### src/rtl/mem_arb_pkg.sv
// mem_arb_pkg: shared types and constants for the memory port arbiter
package mem_arb_pkg;
  typedef enum logic {IDLE, ACCESS} state_t;
  typedef logic port_t;
  localparam port_t PORT_DATA = 1'b0;
  localparam port_t PORT_FETCH = 1'b1;
  localparam int TIMEOUT_DEFAULT = 16;
endpackage

### src/rtl/mem_port_arbiter_if.sv
// mem_port_arbiter_if: data port, fetch port and memory bus bundle
interface mem_port_arbiter_if;
  logic d_req, d_we, d_gnt, d_rvalid, d_err;
  logic [31:0] d_addr, d_wdata, d_rdata;
  logic f_req, f_gnt, f_rvalid, f_err;
  logic [31:0] f_addr, f_rdata;
  logic mem_en, mem_we, mem_ready;
  logic [31:0] mem_addr, mem_wdata, mem_rdata;
  modport slave (
    input d_req, d_we, d_addr, d_wdata, f_req, f_addr, mem_rdata, mem_ready,
    output d_gnt, d_rvalid, d_rdata, d_err, f_gnt, f_rvalid, f_rdata, f_err,
    output mem_en, mem_we, mem_addr, mem_wdata
  );
  modport master (
    output d_req, d_we, d_addr, d_wdata, f_req, f_addr, mem_rdata, mem_ready,
    input d_gnt, d_rvalid, d_rdata, d_err, f_gnt, f_rvalid, f_rdata, f_err,
    input mem_en, mem_we, mem_addr, mem_wdata
  );
endinterface

### src/rtl/mem_arb_rr.sv
// mem_arb_rr: two-way round-robin pick between data and fetch requests
module mem_arb_rr
  import mem_arb_pkg::*;
(
  input  logic  d_req,
  input  logic  f_req,
  input  port_t last_grant,
  output port_t winner,
  output logic  valid
);
  assign valid = d_req | f_req;
  assign winner = (d_req && f_req) ? ~last_grant : (d_req ? PORT_DATA : PORT_FETCH);
endmodule

### src/rtl/mem_port_arbiter.sv
// mem_port_arbiter: single-outstanding arbiter of data and fetch ports onto one memory bus
module mem_port_arbiter
  import mem_arb_pkg::*;
#(
  parameter int TIMEOUT = TIMEOUT_DEFAULT
) (
  input logic clk,
  input logic reset,
  mem_port_arbiter_if.slave bus
);
  state_t state_q;
  port_t winner_q, last_grant_q, rr_winner;
  logic rr_valid, done;
  logic [7:0] cnt_q;
  logic d_gnt_q, f_gnt_q, d_rvalid_q, f_rvalid_q, d_err_q, f_err_q, mem_en_q, mem_we_q;
  logic [31:0] d_rdata_q, f_rdata_q, mem_addr_q, mem_wdata_q, rdata_d;
  mem_arb_rr u_rr (
    .d_req(bus.d_req),
    .f_req(bus.f_req),
    .last_grant(last_grant_q),
    .winner(rr_winner),
    .valid(rr_valid)
  );
  // mem_ready wins over the timeout when both land on the last allowed cycle
  assign done = (state_q == ACCESS) && (bus.mem_ready || cnt_q == 8'(TIMEOUT - 1));
  assign rdata_d = (bus.mem_ready && !mem_we_q) ? bus.mem_rdata : '0;
  always_ff @(posedge clk or posedge reset) begin
    if (reset) begin
      state_q <= IDLE;
      winner_q <= PORT_DATA;
      last_grant_q <= PORT_FETCH;
      cnt_q <= '0;
      d_gnt_q <= 1'b0;
      f_gnt_q <= 1'b0;
      d_rvalid_q <= 1'b0;
      f_rvalid_q <= 1'b0;
      d_err_q <= 1'b0;
      f_err_q <= 1'b0;
      d_rdata_q <= '0;
      f_rdata_q <= '0;
      mem_en_q <= 1'b0;
      mem_we_q <= 1'b0;
      mem_addr_q <= '0;
      mem_wdata_q <= '0;
    end else begin
      d_gnt_q <= 1'b0;
      f_gnt_q <= 1'b0;
      d_rvalid_q <= 1'b0;
      f_rvalid_q <= 1'b0;
      d_err_q <= 1'b0;
      f_err_q <= 1'b0;
      d_rdata_q <= '0;
      f_rdata_q <= '0;
      if (state_q == IDLE) begin
        if (rr_valid) begin
          state_q <= ACCESS;
          winner_q <= rr_winner;
          last_grant_q <= rr_winner;
          cnt_q <= '0;
          d_gnt_q <= rr_winner == PORT_DATA;
          f_gnt_q <= rr_winner == PORT_FETCH;
          mem_en_q <= 1'b1;
          mem_we_q <= (rr_winner == PORT_DATA) && bus.d_we;
          mem_addr_q <= (rr_winner == PORT_DATA) ? bus.d_addr : bus.f_addr;
          mem_wdata_q <= (rr_winner == PORT_DATA) ? bus.d_wdata : '0;
        end
      end else if (done) begin
        state_q <= IDLE;
        mem_en_q <= 1'b0;
        mem_we_q <= 1'b0;
        mem_addr_q <= '0;
        mem_wdata_q <= '0;
        d_rvalid_q <= winner_q == PORT_DATA;
        f_rvalid_q <= winner_q == PORT_FETCH;
        d_rdata_q <= (winner_q == PORT_DATA) ? rdata_d : '0;
        f_rdata_q <= (winner_q == PORT_FETCH) ? rdata_d : '0;
        d_err_q <= (winner_q == PORT_DATA) && !bus.mem_ready;
        f_err_q <= (winner_q == PORT_FETCH) && !bus.mem_ready;
      end else begin
        cnt_q <= cnt_q + 8'd1;
      end
    end
  end
  assign bus.d_gnt = d_gnt_q;
  assign bus.f_gnt = f_gnt_q;
  assign bus.d_rvalid = d_rvalid_q;
  assign bus.f_rvalid = f_rvalid_q;
  assign bus.d_err = d_err_q;
  assign bus.f_err = f_err_q;
  assign bus.d_rdata = d_rdata_q;
  assign bus.f_rdata = f_rdata_q;
  assign bus.mem_en = mem_en_q;
  assign bus.mem_we = mem_we_q;
  assign bus.mem_addr = mem_addr_q;
  assign bus.mem_wdata = mem_wdata_q;
endmodule

### src/flat_wrapper.sv
// flat-port wrapper written by rule: the top's interface ports become plain ports
module mem_port_arbiter_flat import mem_arb_pkg::*;
#(
  parameter int TIMEOUT = TIMEOUT_DEFAULT
)
  (clk, reset, bus_d_req, bus_d_we, bus_d_addr, bus_d_wdata, bus_f_req, bus_f_addr, bus_mem_rdata, bus_mem_ready, bus_d_gnt, bus_d_rvalid, bus_d_rdata, bus_d_err, bus_f_gnt, bus_f_rvalid, bus_f_rdata, bus_f_err, bus_mem_en, bus_mem_we, bus_mem_addr, bus_mem_wdata);
  mem_port_arbiter_if bus_i ();
  input logic clk;
  input logic reset;
  input wire logic [$bits(bus_i.d_req)-1:0] bus_d_req;
  input wire logic [$bits(bus_i.d_we)-1:0] bus_d_we;
  input wire logic [$bits(bus_i.d_addr)-1:0] bus_d_addr;
  input wire logic [$bits(bus_i.d_wdata)-1:0] bus_d_wdata;
  input wire logic [$bits(bus_i.f_req)-1:0] bus_f_req;
  input wire logic [$bits(bus_i.f_addr)-1:0] bus_f_addr;
  input wire logic [$bits(bus_i.mem_rdata)-1:0] bus_mem_rdata;
  input wire logic [$bits(bus_i.mem_ready)-1:0] bus_mem_ready;
  output wire logic [$bits(bus_i.d_gnt)-1:0] bus_d_gnt;
  output wire logic [$bits(bus_i.d_rvalid)-1:0] bus_d_rvalid;
  output wire logic [$bits(bus_i.d_rdata)-1:0] bus_d_rdata;
  output wire logic [$bits(bus_i.d_err)-1:0] bus_d_err;
  output wire logic [$bits(bus_i.f_gnt)-1:0] bus_f_gnt;
  output wire logic [$bits(bus_i.f_rvalid)-1:0] bus_f_rvalid;
  output wire logic [$bits(bus_i.f_rdata)-1:0] bus_f_rdata;
  output wire logic [$bits(bus_i.f_err)-1:0] bus_f_err;
  output wire logic [$bits(bus_i.mem_en)-1:0] bus_mem_en;
  output wire logic [$bits(bus_i.mem_we)-1:0] bus_mem_we;
  output wire logic [$bits(bus_i.mem_addr)-1:0] bus_mem_addr;
  output wire logic [$bits(bus_i.mem_wdata)-1:0] bus_mem_wdata;
  assign bus_i.d_req = bus_d_req;
  assign bus_i.d_we = bus_d_we;
  assign bus_i.d_addr = bus_d_addr;
  assign bus_i.d_wdata = bus_d_wdata;
  assign bus_i.f_req = bus_f_req;
  assign bus_i.f_addr = bus_f_addr;
  assign bus_i.mem_rdata = bus_mem_rdata;
  assign bus_i.mem_ready = bus_mem_ready;
  assign bus_d_gnt = bus_i.d_gnt;
  assign bus_d_rvalid = bus_i.d_rvalid;
  assign bus_d_rdata = bus_i.d_rdata;
  assign bus_d_err = bus_i.d_err;
  assign bus_f_gnt = bus_i.f_gnt;
  assign bus_f_rvalid = bus_i.f_rvalid;
  assign bus_f_rdata = bus_i.f_rdata;
  assign bus_f_err = bus_i.f_err;
  assign bus_mem_en = bus_i.mem_en;
  assign bus_mem_we = bus_i.mem_we;
  assign bus_mem_addr = bus_i.mem_addr;
  assign bus_mem_wdata = bus_i.mem_wdata;
  mem_port_arbiter #(.TIMEOUT(TIMEOUT)) u_core (.clk(clk), .reset(reset), .bus(bus_i));
endmodule
### config.mk
export PLATFORM = sky130hd
export DESIGN_NAME = mem_port_arbiter_flat
export DESIGN_NICKNAME = d
export VERILOG_FILES = /design/src/rtl/mem_arb_pkg.sv /design/src/rtl/mem_port_arbiter_if.sv /design/src/rtl/mem_arb_rr.sv /design/src/rtl/mem_port_arbiter.sv /design/src/flat_wrapper.sv
export SDC_FILE = /design/constraint.sdc
export NUM_CORES = 1
export LEC_CHECK = 0
export ABC_AREA = 1
export CAP_MARGIN = 20
export CORE_MARGIN = 2
export CORE_UTILIZATION = 45
export DETAILED_ROUTE_END_ITERATION = 8
export PLACE_DENSITY = 0.95
export RECOVER_POWER = 25
export SYNTH_ARGS = -nofsm -noshare
export SYNTH_HDL_FRONTEND = slang
export SYNTH_SLANG_ARGS = --single-unit
### constraint.sdc
create_clock -name clk -period 10.21 [get_ports clk]
set_input_delay 1.021 -clock clk [delete_from_list [all_inputs] [get_ports clk]]
set_output_delay 1.021 -clock clk [all_outputs]
set_load 0.1 [all_outputs]
==> impl_metrics.toml <==
[run_status]
status = "finished with violations"
violations = "max-capacitance violations, max-slew violations"

[logic_synthesis]
synth_compound_area_share_pct = 3.418
ys_ff_latch = 147
ys.flop_type = "dfrtp_1"
synthXorXnorAreaFrac_pct = 0.4431
syn_inst = 662
syn-num-nets = 797
synth_async_sr_flop_share_pct = 100.0
synth_edf_count = 0
yosys.area_share.simple_pct = 28.70
synthMuxAreaShare_pct = 0
netlist.area_leader.share_pct = 61.62
synth.distinct_cells = 24
synth_top_cell_by_area = "dfrtp_1"
synth_top_family_by_area = "simple AND/OR/NAND/NOR gates"
yosys.area_share.adder_pct = 0.2110
seq_area_frac_synth_pct = 62.06
yosysWarnings = 0
synth_area_sq_mm = 0.005929
netlist_top_cells_area = "dfrtp_1 62%, nand2_1 16%, nand3_1 6.2%"
avgSynthCellArea_sq_um = 8.957

[timing]
setup_viol = 0
fin_skew_ns = 0.009748
slew-limit-headroom_pct = -83.42
worst_pin_slew_ns = 2.736
maxSlewViolCount = 177
hold_viol = 0
min_period_ns = 4.710
max_clock_freq_mhz = 212.3
fin_setup_tns_ns = 0
hold_slack_ns = 0.4907
period_share_pct = 46.13
rsz0062_at_grt = "false"

[power]
p_seq_share_pct = 29.8
p_int_mw = 1.289
power_density_mw_per_mm2 = 266.7
p_comb_share_pct = 45.8
clock_power_share_pct = 24.4
p_sw_share_pct = 47.62
peakVddDrop_uv = 173.2
p_switching_mw = 1.171
finalPower_mw = 2.460
p_leak_nw = 4.443

[global_routing]
track_usage_pct = 24.70
grt_max_degree = 82
grt_antenna_before_repair = 0
grt_overflow = 0
grt_pass1_wl_microns = 27270
grt_pass1_vias = 5366

[drt]
routed_wl_microns = 17570
drt_iter0_markers = 485
wl_per_cell_microns = 15.94
drc_errors = 0
drt_first_pass_iters = 5
vias = 5530
vias_per_cell = 5.018
antenna_left = 0

[worst_setup_path]
crit_arrival_ns = 4.79
worst_path_max_delay_cell = "clkbuf_1"
slowest_delay_ns = 1.61
worstRegToRegCells = 7
cp.required_ns = 10.29
cp-end-kind = "asynchronous set/reset pin"
rr_endpoint = "u_core.bus.mem_addr[22]"
path_class = "in2async"
cp-start-kind = "primary input"
critPathMaxFanout = 67
worstPathCellList = "dlygate4sd3_1, clkinvlp_2, clkbuf_1"
r2r_slack_ns = 6.23
reg2reg_from = "u_core.cnt_q[0]"

[layout]
fill_cells = 907
drive_gt1_share_pct = 4.839
area_delta_synth_final_pct = 55.54
stdcell_area_sq_mm = 0.009223
num-nets-final = 1052
stdcell_count = 1102
antenna_cells = 0
layout_commonest_cell = "clkdlybuf4s50_1"
layout_common_cells = "268 x clkdlybuf4s50_1, 258 x nand2_1, 146 x dfrtp_1, 76 x nor2_1, 74 x nand3_1"

[clock_network]
numCtsBuffers = 17
clk_latency_ns = 0.41
ctsResizeCount = 0
hold_buffers = 0
path_clk_slew_ns = 0.06
cts_tree = "built"
clk_path_buf_depth = 2
htreeDepth = 4
cts_setup_buffers = 0
clock_sinks = 147
cts_root_buf = "clkbuf_16"

[floorplan]
die_h_microns = 118.8
core_area_sq_mm = 0.01272
ios = 270
num_rows = 41
dieArea_sq_mm = 0.01411
start_util_pct = 46.61
die_x_microns = 118.8

[hold_path]
hp-start = "u_core.bus.mem_en"
hold_class = "reg2reg"
whs_path_depth = 2
hold_end = "u_core.bus.mem_en"

[placed_design]
placed_cell_area_sq_mm = 0.008657
io_buffers = 269
place_hpwl_microns = 12200
placed_cells = 1069
place_congestion = 0.8007

[run]
drv_cap = 3
worst max path at each step:
stage,from,endpoint,slack [ns],depth (start not counted)
2_1_floorplan,reset,u_core.bus.d_err,5.24,1
3_3_place_gp,bus_f_req,u_core.bus.mem_addr[7],6.97,6
3_5_place_dp,bus_f_req,u_core.bus.mem_addr[22],6.88,6
4_1_cts,u_core.bus.mem_we,bus_mem_we,7.07,1
5_1_grt,reset,u_core.bus.mem_addr[1],4.70,3
6_report,reset,u_core.bus.mem_addr[29],5.50,3
power groups by stage:
| stage | registers [mW] | clock network, mW | logic, mW |
|---|---|---|---|
| after detailed placement | 0.743 | 0 | 1.13 |
| after global routing | 0.743 | 0.628 | 1.17 |
| after global placement | 0.739 | 0 | 1.11 |
| final | 0.734 | 0.600 | 1.13 |
| after floorplan | 1.36 | 0 | 0.216 |
| after CTS | 0.734 | 0.607 | 1.13 |
per-stage QoR:
stage | utilization [%] | setup WS, ns
floorplan | - | 5.239
global placement | 68.05 | 6.968
detailed placement | 68.05 | 6.879
CTS | 72.52 | 7.070
global route | 72.49 | 4.701
finish | 72.49 | 5.500
worst max-delay path, delay by kind of cell:
family   cells  cell delay [ns]
buf+inv      3             3.72
synthesized netlist by cell type (all sizes together) (2+ instances only):
cell	n
nand2	261
inv	17
buf	25
clkbuf	15
nand3	75
o21ai	3
a21oi	33
xor2	3
nand4	2
nor2	78
dfrtp	146
kinds of logic after synthesis:
logic type | after synthesis
adder cells (fa/ha/maj) | 1
buffers and inverters | 57
AND/OR/NAND/NOR | 417
flip-flops | 147
AO/OA/AOI/OAI | 37
XOR/XNOR | 3
per-layer routing:
layer | track usage, % | wire length [microns] | part of all wire [%] | vias to the layer above
li1 | - | - | - | 2583
met1 | 28.48 | 6688 | 38 | 2624
met2 | 41.88 | 8834 | 50 | 280
met3 | 8.156 | 1506 | 8.6 | 43
met4 | 10.79 | 541 | 3.1 | 0
met5 | 0 | 0 | 0 | -
area by class of cell:
class	instances	area (sq um)	share of cell area [%]
clock inverter	11	128.9	1.397
multi-input combinational	458	1943	21.07
timing repair buffer	276	2750	29.82
inverter	17	65.06	0.7055
sequential	147	3680	39.90
clock buffer	21	440.4	4.775
tap	172	215.2	2.333
state kept, by name, summed over array words and instances (netlist names):
signal                count
u_core.bus.f_gnt          1
u_core.bus.mem_en         1
u_core.bus.f_err          1
u_core.last_grant_q       1
u_core.winner_q           1
u_core.bus.mem_addr      32
u_core.bus.d_rdata       32
u_core.bus.f_rvalid       1
u_core.cnt_q              8
u_core.bus.d_rvalid       1
u_core.bus.f_rdata       32
u_core.bus.d_gnt          1
u_core.bus.mem_we         1
u_core.bus.mem_wdata     32
u_core.state_q            1
u_core.bus.d_err          1
(Power assumes the default switching activity.)
